**src/rtl/e203_exu_wbck_arb_if.sv**
```systemverilog
// Write-back request bundle between the execution units and the arbiter.
// Channel c occupies slice c of every packed field.
interface e203_exu_wbck_arb_if #(
  parameter int NCH     = 3,
  parameter int FLEN    = 32,
  parameter int RFIDX_W = 5
);
  logic [NCH-1:0]         valid;
  logic [NCH-1:0]         ready;
  logic [NCH*FLEN-1:0]    wdat;
  logic [NCH*5-1:0]       flags;
  logic [NCH*RFIDX_W-1:0] rdidx;
  logic [NCH-1:0]         rdfpu;

  // Execution units drive requests and observe grants.
  modport master (output valid, wdat, flags, rdidx, rdfpu, input ready);
  // Arbiter observes requests and drives grants.
  modport slave  (input valid, wdat, flags, rdidx, rdfpu, output ready);
endinterface

```
**src/rtl/e203_exu_wbck_arb.sv**
```systemverilog
// EXU write-back arbiter: grants one integer and (optionally) one FP
// write-back per cycle, registers the winners into a one-cycle output
// stage and accumulates FP exception flags into a sticky register.
module e203_exu_wbck_arb #(
  parameter int NCH     = 3,
  parameter int XLEN    = 32,
  parameter int FLEN    = 32,
  parameter int RFIDX_W = 5,
  parameter int RR_MODE = 0,
  parameter int DUAL_WB = 1
) (
  input  logic                clk,
  input  logic                rst_n,
  e203_exu_wbck_arb_if.slave  wbck_i,
  output logic                rf_wbck_o_ena,
  output logic [XLEN-1:0]     rf_wbck_o_wdat,
  output logic [RFIDX_W-1:0]  rf_wbck_o_rdidx,
  output logic                frf_wbck_o_ena,
  output logic [FLEN-1:0]     frf_wbck_o_wdat,
  output logic [RFIDX_W-1:0]  frf_wbck_o_rdidx,
  input  logic                fflags_clr,
  output logic [4:0]          fflags_o
);

  localparam int PTR_W = (NCH > 1) ? $clog2(NCH) : 1;

  // One-hot grant: first requester scanning from ptr (round-robin) or from 0.
  function automatic logic [NCH-1:0] arb_pick(input logic [NCH-1:0] req,
                                               input logic [PTR_W-1:0] ptr);
    logic [NCH-1:0] gnt;
    int             idx;
    gnt = '0;
    for (int k = 0; k < NCH; k++) begin
      idx = (RR_MODE != 0) ? (int'(ptr) + k) % NCH : k;
      if (gnt == '0 && req[idx]) gnt[idx] = 1'b1;
    end
    return gnt;
  endfunction

  // Pointer moves to the channel after the winner; holds without a grant.
  function automatic logic [PTR_W-1:0] ptr_next(input logic [NCH-1:0] gnt,
                                                 input logic [PTR_W-1:0] ptr);
    logic [PTR_W-1:0] nxt;
    nxt = ptr;
    if (RR_MODE != 0) begin
      for (int c = 0; c < NCH; c++) begin
        if (gnt[c]) nxt = (c == NCH - 1) ? '0 : PTR_W'(c + 1);
      end
    end
    return nxt;
  endfunction

  logic [NCH-1:0]     req_a, req_b, gnt_a, gnt_b, acc;
  logic [PTR_W-1:0]   ptr_a_d, ptr_a_q, ptr_b_d, ptr_b_q;
  logic               rf_ena_d, rf_ena_q, frf_ena_d, frf_ena_q;
  logic [XLEN-1:0]    rf_wdat_d, rf_wdat_q;
  logic [FLEN-1:0]    frf_wdat_d, frf_wdat_q;
  logic [RFIDX_W-1:0] rf_rdidx_d, rf_rdidx_q, frf_rdidx_d, frf_rdidx_q;
  logic [4:0]         new_flags, fflags_d, fflags_q;

  // Arbitration, acceptance and next-state of the output stage and flags.
  always_comb begin
    // NOTE: every variable gets a default before any branch so the block
    // describes pure logic and never infers a latch.
    req_a       = wbck_i.valid;
    req_b       = '0;
    rf_ena_d    = 1'b0;
    rf_wdat_d   = rf_wdat_q;
    rf_rdidx_d  = rf_rdidx_q;
    frf_ena_d   = 1'b0;
    frf_wdat_d  = frf_wdat_q;
    frf_rdidx_d = frf_rdidx_q;
    new_flags   = '0;

    // Dual mode: arbiter A serves int targets, arbiter B serves FP targets.
    // Single mode: arbiter A sees everything and B stays idle.
    if (DUAL_WB != 0) begin
      req_a = wbck_i.valid & ~wbck_i.rdfpu;
      req_b = wbck_i.valid &  wbck_i.rdfpu;
    end

    gnt_a   = arb_pick(req_a, ptr_a_q);
    gnt_b   = arb_pick(req_b, ptr_b_q);
    ptr_a_d = ptr_next(gnt_a, ptr_a_q);
    ptr_b_d = ptr_next(gnt_b, ptr_b_q);

    // Grants are suppressed while reset is held.
    acc = (gnt_a | gnt_b) & {NCH{rst_n}};

    for (int c = 0; c < NCH; c++) begin
      if (acc[c]) begin
        new_flags = new_flags | wbck_i.flags[c*5 +: 5];
        if (wbck_i.rdfpu[c]) begin
          frf_ena_d   = 1'b1;
          frf_wdat_d  = wbck_i.wdat[c*FLEN +: FLEN];
          frf_rdidx_d = wbck_i.rdidx[c*RFIDX_W +: RFIDX_W];
        end else begin
          rf_ena_d    = 1'b1;
          rf_wdat_d   = wbck_i.wdat[c*FLEN +: XLEN];
          rf_rdidx_d  = wbck_i.rdidx[c*RFIDX_W +: RFIDX_W];
        end
      end
    end

    // Newly raised flags win over a concurrent clear.
    fflags_d = (fflags_clr ? 5'b0 : fflags_q) | new_flags;
  end

  assign wbck_i.ready = acc;

  // Output stage, sticky flags and arbitration pointers.
  always_ff @(posedge clk or negedge rst_n) begin
    if (!rst_n) begin
      ptr_a_q     <= '0;
      ptr_b_q     <= '0;
      rf_ena_q    <= 1'b0;
      rf_wdat_q   <= '0;
      rf_rdidx_q  <= '0;
      frf_ena_q   <= 1'b0;
      frf_wdat_q  <= '0;
      frf_rdidx_q <= '0;
      fflags_q    <= '0;
    end else begin
      // NOTE: non-blocking assignments make every flop sample the values
      // from before this edge, independent of statement order.
      ptr_a_q     <= ptr_a_d;
      ptr_b_q     <= ptr_b_d;
      rf_ena_q    <= rf_ena_d;
      rf_wdat_q   <= rf_wdat_d;
      rf_rdidx_q  <= rf_rdidx_d;
      frf_ena_q   <= frf_ena_d;
      frf_wdat_q  <= frf_wdat_d;
      frf_rdidx_q <= frf_rdidx_d;
      fflags_q    <= fflags_d;
    end
  end

  assign rf_wbck_o_ena    = rf_ena_q;
  assign rf_wbck_o_wdat   = rf_wdat_q;
  assign rf_wbck_o_rdidx  = rf_rdidx_q;
  assign frf_wbck_o_ena   = frf_ena_q;
  assign frf_wbck_o_wdat  = frf_wdat_q;
  assign frf_wbck_o_rdidx = frf_rdidx_q;
  assign fflags_o         = fflags_q;

endmodule

```
**src/flat_wrapper.sv**
```systemverilog
// flat-port wrapper written by rule: the top's interface ports become plain ports
module e203_exu_wbck_arb_flat 
#(
  parameter int NCH     = 3,
  parameter int XLEN    = 32,
  parameter int FLEN    = 32,
  parameter int RFIDX_W = 5,
  parameter int RR_MODE = 0,
  parameter int DUAL_WB = 1
)
  (clk, rst_n, rf_wbck_o_ena, rf_wbck_o_wdat, rf_wbck_o_rdidx, frf_wbck_o_ena, frf_wbck_o_wdat, frf_wbck_o_rdidx, fflags_clr, fflags_o, wbck_i_valid, wbck_i_wdat, wbck_i_flags, wbck_i_rdidx, wbck_i_rdfpu, wbck_i_ready);
  e203_exu_wbck_arb_if #(.NCH(NCH), .FLEN(FLEN), .RFIDX_W(RFIDX_W)) wbck_i_i ();
  input  logic clk;
  input  logic rst_n;
  output logic rf_wbck_o_ena;
  output logic [XLEN-1:0] rf_wbck_o_wdat;
  output logic [RFIDX_W-1:0] rf_wbck_o_rdidx;
  output logic frf_wbck_o_ena;
  output logic [FLEN-1:0] frf_wbck_o_wdat;
  output logic [RFIDX_W-1:0] frf_wbck_o_rdidx;
  input  logic fflags_clr;
  output logic [4:0] fflags_o;
  input wire logic [$bits(wbck_i_i.valid)-1:0] wbck_i_valid;
  input wire logic [$bits(wbck_i_i.wdat)-1:0] wbck_i_wdat;
  input wire logic [$bits(wbck_i_i.flags)-1:0] wbck_i_flags;
  input wire logic [$bits(wbck_i_i.rdidx)-1:0] wbck_i_rdidx;
  input wire logic [$bits(wbck_i_i.rdfpu)-1:0] wbck_i_rdfpu;
  output wire logic [$bits(wbck_i_i.ready)-1:0] wbck_i_ready;
  assign wbck_i_i.valid = wbck_i_valid;
  assign wbck_i_i.wdat = wbck_i_wdat;
  assign wbck_i_i.flags = wbck_i_flags;
  assign wbck_i_i.rdidx = wbck_i_rdidx;
  assign wbck_i_i.rdfpu = wbck_i_rdfpu;
  assign wbck_i_ready = wbck_i_i.ready;
  e203_exu_wbck_arb #(.NCH(NCH), .XLEN(XLEN), .FLEN(FLEN), .RFIDX_W(RFIDX_W), .RR_MODE(RR_MODE), .DUAL_WB(DUAL_WB)) u_core (.clk(clk), .rst_n(rst_n), .wbck_i(wbck_i_i), .rf_wbck_o_ena(rf_wbck_o_ena), .rf_wbck_o_wdat(rf_wbck_o_wdat), .rf_wbck_o_rdidx(rf_wbck_o_rdidx), .frf_wbck_o_ena(frf_wbck_o_ena), .frf_wbck_o_wdat(frf_wbck_o_wdat), .frf_wbck_o_rdidx(frf_wbck_o_rdidx), .fflags_clr(fflags_clr), .fflags_o(fflags_o));
endmodule
```
**config.mk**
```make
export PLATFORM = sky130hd
export DESIGN_NAME = e203_exu_wbck_arb_flat
export DESIGN_NICKNAME = d
export VERILOG_FILES = /design/src/rtl/e203_exu_wbck_arb_if.sv /design/src/rtl/e203_exu_wbck_arb.sv /design/src/flat_wrapper.sv
export SDC_FILE = /design/constraint.sdc
export NUM_CORES = 1
export LEC_CHECK = 0
export BUFFER_PORTS_ARGS = -buffer_cell sky130_fd_sc_hd__buf_4
export CAP_MARGIN = 10
export CORE_MARGIN = 4
export CORE_UTILIZATION = 49
export CTS_CLUSTER_SIZE = 25
export DETAILED_ROUTE_END_ITERATION = 8
export PLACE_DENSITY = 0.82
export SETUP_SLACK_MARGIN = 0.1
export SLEW_MARGIN = 20
export SYNTH_ARGS = -nofsm -noshare
export SYNTH_HDL_FRONTEND = slang
export SYNTH_SLANG_ARGS = --single-unit
```
**constraint.sdc**
```tcl
create_clock -name clk -period 1 [get_ports clk]
set_input_delay 0.1 -clock clk [delete_from_list [all_inputs] [get_ports clk]]
set_output_delay 0.1 -clock clk [all_outputs]
set_load 0.02 [all_outputs]
```
==> results.txt, run 1 <==
* Outcome: aborted with a tool error
- The stage where the run came to a stop is 5_1_grt.
- The tool reported: "[ERROR DPL-0038] Utilization greater than 100%, impossible to legalize".
- Sequential elements use 39.45% of the synthesized area.
* Cell types with the largest area share after synthesis: sky130_fd_sc_hd__dfrtp_1 (39%), sky130_fd_sc_hd__mux2i_1 (13%), sky130_fd_sc_hd__o22ai_1 (9.1%)
- CTS root buffer: sky130_fd_sc_hd__clkbuf_8
* Area share of the leading cell type in the synthesized netlist: 39.45%
* Die boundary width: 110.4 µm
* Leading cell types by count after synthesis: sky130_fd_sc_hd__nand2_1 (90), sky130_fd_sc_hd__dfrtp_1 (81), sky130_fd_sc_hd__o22ai_1 (75), sky130_fd_sc_hd__mux2i_1 (69), sky130_fd_sc_hd__o21ai_0 (49)
- Xor/xnor cell area share of the yosys netlist: 0.5114%
* Post-DP HPWL: 13260 µm
* Top cell type by total area after synthesis: sky130_fd_sc_hd__dfrtp_1
* Synthesized-area fraction occupied by adder cells: 0%
- The clock passes through at most 2 buffers.
- Dominant combinational cell family by area after synthesis: compound AO/OA/AOI/OAI gates
* Starting utilization of the core area: 49.99%
* Async S/R FF share, synth: 100.0%
* Distinct cell type count after synthesis: 38
- Number of nets produced by synthesis: 716
* Synthesized cell area: 0.005137 mm²
- Number of synthesized register bits: 81
- Number of cell rows: 37
* Multiplexer share of the synthesized area: 13.44%
- Num CTS Buffers: 9
- CTS sink count: 81
- Number of enable-type register cells in the synthesized netlist: 0
- Avg Cell Area, Syn: 8.842 µm²
- During synthesis, Yosys emitted a total of 0 warnings.
- The die is 110.4 µm tall.
- Grt repair worst endpoint: wbck_i_ready[2]
- Entering global routing, the biggest net connects 41 pins.
- Once placement finished, the instance area stood at 0.007207 mm².
- 219 I/O pins were placed.
- Number of port buffers: 218
- CTS H-tree depth: 3
* Last weighted congestion value of the routability-driven placer: 0.8664
- The synthesized netlist devotes 23.62% of its cell area to compound gates.
* Kind of the worst endpoint: primary output
- Synthesis produced 581 cells.
- The synthesized netlist devotes 17.44% of its cell area to simple gates.
- Primary FF master, synth: sky130_fd_sc_hd__dfrtp_1
- By instance count, the leading cell after synthesis is sky130_fd_sc_hd__nand2_1.
-- logic make-up after synthesis --
group                  after synthesis
AO/OA/AOI/OAI                      195
AND/OR/NAND/NOR                    177
flip-flops                          81
multiplexers                        69
buffers and inverters               56
XOR/XNOR                             3
-- per-stage QoR --
stage	setup WS, ps	hold WS [ps]	util [%]	TNS (ps)	cells
2_1_floorplan	-245.3	-195.6	-	-10030	581
3_3_place_gp	-268.3	67.44	70.12	-18670	924
3_5_place_dp	-341.8	63.94	70.12	-22710	924
4_1_cts	-70.35	-360.3	89.63	-1997	1041
-- what timing repair did --
action                                 4_1_cts
setup buffers                               70
setup endpoints to repair                  126
endpoints found under the hold margin       91
gates resized for setup                    216
gates cloned                                 8
pin swaps                                   84
hold buffers                                24
==> inputs of run 2 (changes only) <==
CORE_UTILIZATION = 40   (was 49)
CTS_CLUSTER_SIZE = not set   (was 25)
PLACE_DENSITY = not set   (was 0.82)
PLACE_DENSITY_LB_ADDON = 0.15   (was not set)
SETUP_SLACK_MARGIN = not set   (was 0.1)
==> run 2 against run 1 <==
  * The flow now finishes, with violations (hold timing, setup timing)
  * Synthesized area unchanged
  * Synthesized cell count unchanged
==> results.txt, run 2 <==
- The run finished, with violations left.
* Failing checks: hold timing, setup timing
- Sw Pwr: 4483 µW
* Multiplexer share of the synthesized area: 13.44%
- The setup check on the worst reg-to-reg path leaves a slack of 0 ps.
* Starting utilization of the core area: 40.71%
* Number of DRC markers in iteration 0: 449
- Standard cell core area: 0.01262 mm²
- The critical path in this run is classified as in2out.
- Input and output buffers added on the ports amount to 218.
- For this run, the slowest stage of the critical path takes 220 ps.
- Along the worst path, the maximum fanout reaches 4.
- The post-route netlist has 44.62% of its cells at a drive strength greater than 1.
* Clock tree from TritonCTS: done
* Primary FF master, synth: sky130_fd_sc_hd__dfrtp_1
- Wire length of the first global-routing pass: 32480 µm
- In the layout the commonest cells are sky130_fd_sc_hd__buf_4 (216), sky130_fd_sc_hd__buf_6 (94), sky130_fd_sc_hd__nand2_1 (83).
- The top cell type by area accounts for 39.45% of the synthesized area.
* Cell types with the largest area share after synthesis: sky130_fd_sc_hd__dfrtp_1 (39%), sky130_fd_sc_hd__mux2i_1 (13%), sky130_fd_sc_hd__o22ai_1 (9.1%)
- The number of global-route vias before repair is 6564.
* Proportion of synthesized chip area in sequential cells: 39.45%
- In this run the critical register-to-register path is captured at u_core.rf_wbck_o_wdat[13].
* Share of total power consumed by net switching: 33.52%
* Avg Cell Area, Syn: 8.842 µm²
- Leading cell types by count after synthesis: sky130_fd_sc_hd__nand2_1 (90), sky130_fd_sc_hd__dfrtp_1 (81), sky130_fd_sc_hd__o22ai_1 (75), sky130_fd_sc_hd__mux2i_1 (69), sky130_fd_sc_hd__o21ai_0 (49)
- Worst-skew pair later-pin latency: 340 ps
- Critical Path Slowest Stage Cell: sky130_fd_sc_hd__a221oi_2
* Final standard cell area without fillers: 0.008991 mm²
* Cell-internal power: 8893 µW
- After detailed routing, the number of vias per cell comes to 5.798.
- Number of buffers inserted by hold repair at cts: 27
- Summing the areas of all compound-gate instances in the mapped netlist gives 23.62% of the synthesized area.
* I/O pin count: 219
- Yosys printed 0 warnings.
- Post-layout power: 13380 µW
- Arrival time of the worst setup path: 940 ps
* Reg2reg path depth: 3
- HP Class: in2async
- Final setup skew: 0 ps
* Number of enable-type register cells in the synthesized netlist: 0
* Worst Max-Slew Pin Slew: 386.5 ps
* Areal power density over the cells: 1488 mW/mm²
* Data required time at the worst endpoint: 900 ps
* Post-DRT Antenna Nets: 0
* Worst slew slack as a fraction of its limit: 74.15%
* Sum of routed wire length over all layers: 21200 µm
- Number of synthesized register bits: 81
- Post-route minimum period: 1037 ps
- Once detailed placement completed, the half-perimeter wirelength came to 13330 µm.
* Die boundary width: 121.3 µm
* Most instantiated library cell after synthesis: sky130_fd_sc_hd__nand2_1
- Diodes inserted: 0
- Dividing the detail-routed wire length by the instance count gives 19.75 µm.
- Top cell type by total area after synthesis: sky130_fd_sc_hd__dfrtp_1
* Number of max-capacitance violations reported: 0
- Simple-gate share of the synthesized area: 17.44%
- The die covers 0.01472 mm².
- The H-tree was split into 3 levels.
* Most common library cell in the layout ignoring fill and taps: sky130_fd_sc_hd__buf_4
- The worst-case IR drop observed on VDD is 0.9893 mV.
* Share of the clock period used by the worst path after layout: 103.7%
- DRC errors left: 0
- Across all setup checks in the final design, the least slack found is -36.79 ps.
- The tree built by TritonCTS fans out to 81 sinks.
- In this run the critical register-to-register path is launched from u_core.rf_wbck_o_wdat[13].
* Share of total power in combinational logic: 43.5%
- Leakage power: 0.004296 µW
- Distinct cell type count after synthesis: 38
* Number of endpoints with negative hold slack in the final report: 38
- Cell chain of the critical path: buf_8 -> buf_6 -> xnor2_4 -> a221oi_2 -> buf_4 -> buf_6
- After Yosys synthesis, full adders, half adders and majority gates account for 0% of the synthesized area.
- The initialized floorplan defines 41 standard-cell rows.
- Worst hold slack: -101.7 ps
- Measured along the y axis, the die boundary spans 121.3 µm.
- The placed instances occupy a cell area of 0.007286 mm².
- Highest clock rate: 964.5 MHz
- Setup violations remaining at the end of the flow were counted as 23.
- Setup repair after global routing could not meet its margin everywhere.
* Async S/R FF share, synth: 100.0%
* Largest net degree at the start of global routing: 45
* Num CTS Buffers: 9
- Global routing consumed, over all layers together, 27.55% of the routing resources.
* Synthesized cell area: 0.005137 mm²
* Number of nets produced by synthesis: 716
* Crit. End Element: output port
- Area grow syn2layout: 75.01%
- Registers are responsible for 32.9% of the overall power.
- Crit path top cell by count: sky130_fd_sc_hd__buf_6
* Dominant combinational cell family by area after synthesis: compound AO/OA/AOI/OAI gates
* Xor/xnor cell area share of the yosys netlist: 0.5114%
- The clock passes through at most 2 buffers.
- STA classifies the critical path startpoint as an input pin.
* Cell count after synthesis: 581
- Detailed routing inserted a total of 6221 vias.
* Final Net Count: 1031
* Antenna violations before repair: 0
* Clock network fraction of design power: 23.6%
* CTS root buffer: sky130_fd_sc_hd__clkbuf_16
- Max-slew violation total from the final report: 0
- The congestion estimate from routability-driven global placement came to 0.8642.
- Total overflow reported by the global router: 0
* Clock Pin Slew Worst Setup and Hold Paths: 60 ps
- Detailed Routing Iterations Pass 1: 5
-- run 2: cell counts after synthesis --
No cell type changed its count.
-- run 2: logic make-up after synthesis --
| family | Yosys count |
|---|---|
| AOI/OAI and AO/OA | 195 |
| xor gates and xnor gates | 3 |
| buffers and inverters | 56 |
| DFF | 81 |
| muxes | 69 |
| and+or+nand+nor | 177 |
-- run 2: how the worst max path moves through the flow --
stage / start / endpoint / slack [ps] / cells after the start
2_1_floorplan: wbck_i_valid[1] / u_core.rf_wbck_o_wdat[11] / -250 / 7
5_1_grt: wbck_i_rdfpu[2] / wbck_i_ready[2] / -50 / 6
3_5_place_dp: wbck_i_rdfpu[1] / u_core.rf_wbck_o_wdat[10] / -380 / 6
6_report: wbck_i_rdfpu[2] / wbck_i_ready[2] / -40 / 6
4_1_cts: wbck_i_rdfpu[2] / wbck_i_ready[2] / -50 / 6
3_3_place_gp: wbck_i_valid[1] / u_core.rf_wbck_o_rdidx[3] / -290 / 6
-- run 2: critical path: cells and delay by family --
| kind | cells | cell delay (ps) |
|---|---|---|
| buf+inv | 4 | 490 |
| xor+xnor | 1 | 120 |
| compound gates | 1 | 220 |
-- run 2: per-layer routing --
| layer | GRT usage (%) | up-vias | share of wire, % |
|---|---|---|---|
| met5 | 0 | - | 0 |
| met1 | 34.69 | 3037 | 40 |
| met2 | 45.32 | 348 | 49 |
| met4 | 10.99 | 0 | 2.3 |
| met3 | 6.807 | 46 | 8.1 |
| li1 | - | 2790 | - |
-- run 2: timing repair --
| item | CTS | global route |
|---|---|---|
| endpoints found under the hold margin | 84 | 38 |
| buffers inserted | 62 | 2 |
| setup endpoints to repair | 78 | 143 |
| cloned | 0 | 2 |
| gates resized for setup | 64 | 98 |
| pin swaps | 4 | 20 |
-- run 2: power by group through the flow --
| stage | combinational [µW] | clock (µW) | sequential [µW] |
|---|---|---|---|
| 2_1_floorplan | 1580 | 0 | 5020 |
| 3_3_place_gp | 4170 | 0 | 4390 |
| 3_5_place_dp | 4300 | 0 | 4410 |
| 4_1_cts | 5400 | 3200 | 4320 |
| 5_1_grt | 6190 | 3310 | 4450 |
| 6_report | 5820 | 3160 | 4400 |
-- run 2: per-stage QoR --
step / cells / TNS, ps / util (%) / hold slack, ps / worst slack [ps]
3_3_place_gp: 965 / -19730 / 57.73 / 54.30 / -294.2
3_5_place_dp: 965 / -22680 / 57.73 / 57.71 / -380.8
2_1_floorplan: 581 / -10030 / - / -195.6 / -245.3
4_1_cts: 1070 / -370.9 / 67.73 / -103.7 / -45.96
6_report: 1073 / -309.2 / 71.25 / -101.7 / -36.79
5_1_grt: 1073 / -1444 / 71.25 / -95.01 / -47.75
-- run 2: layout make-up --
type                    count  area [µm²]
multi-input cells         444        3084
clock buffers              13       260.3
repair buffers            359        3386
well taps                 172       215.2
inverters                   1       3.754
flip-flops and latches     81        2027
fillers                   949        3628
clock inverters             3       15.01
Power figures use the tool's default switching activity.
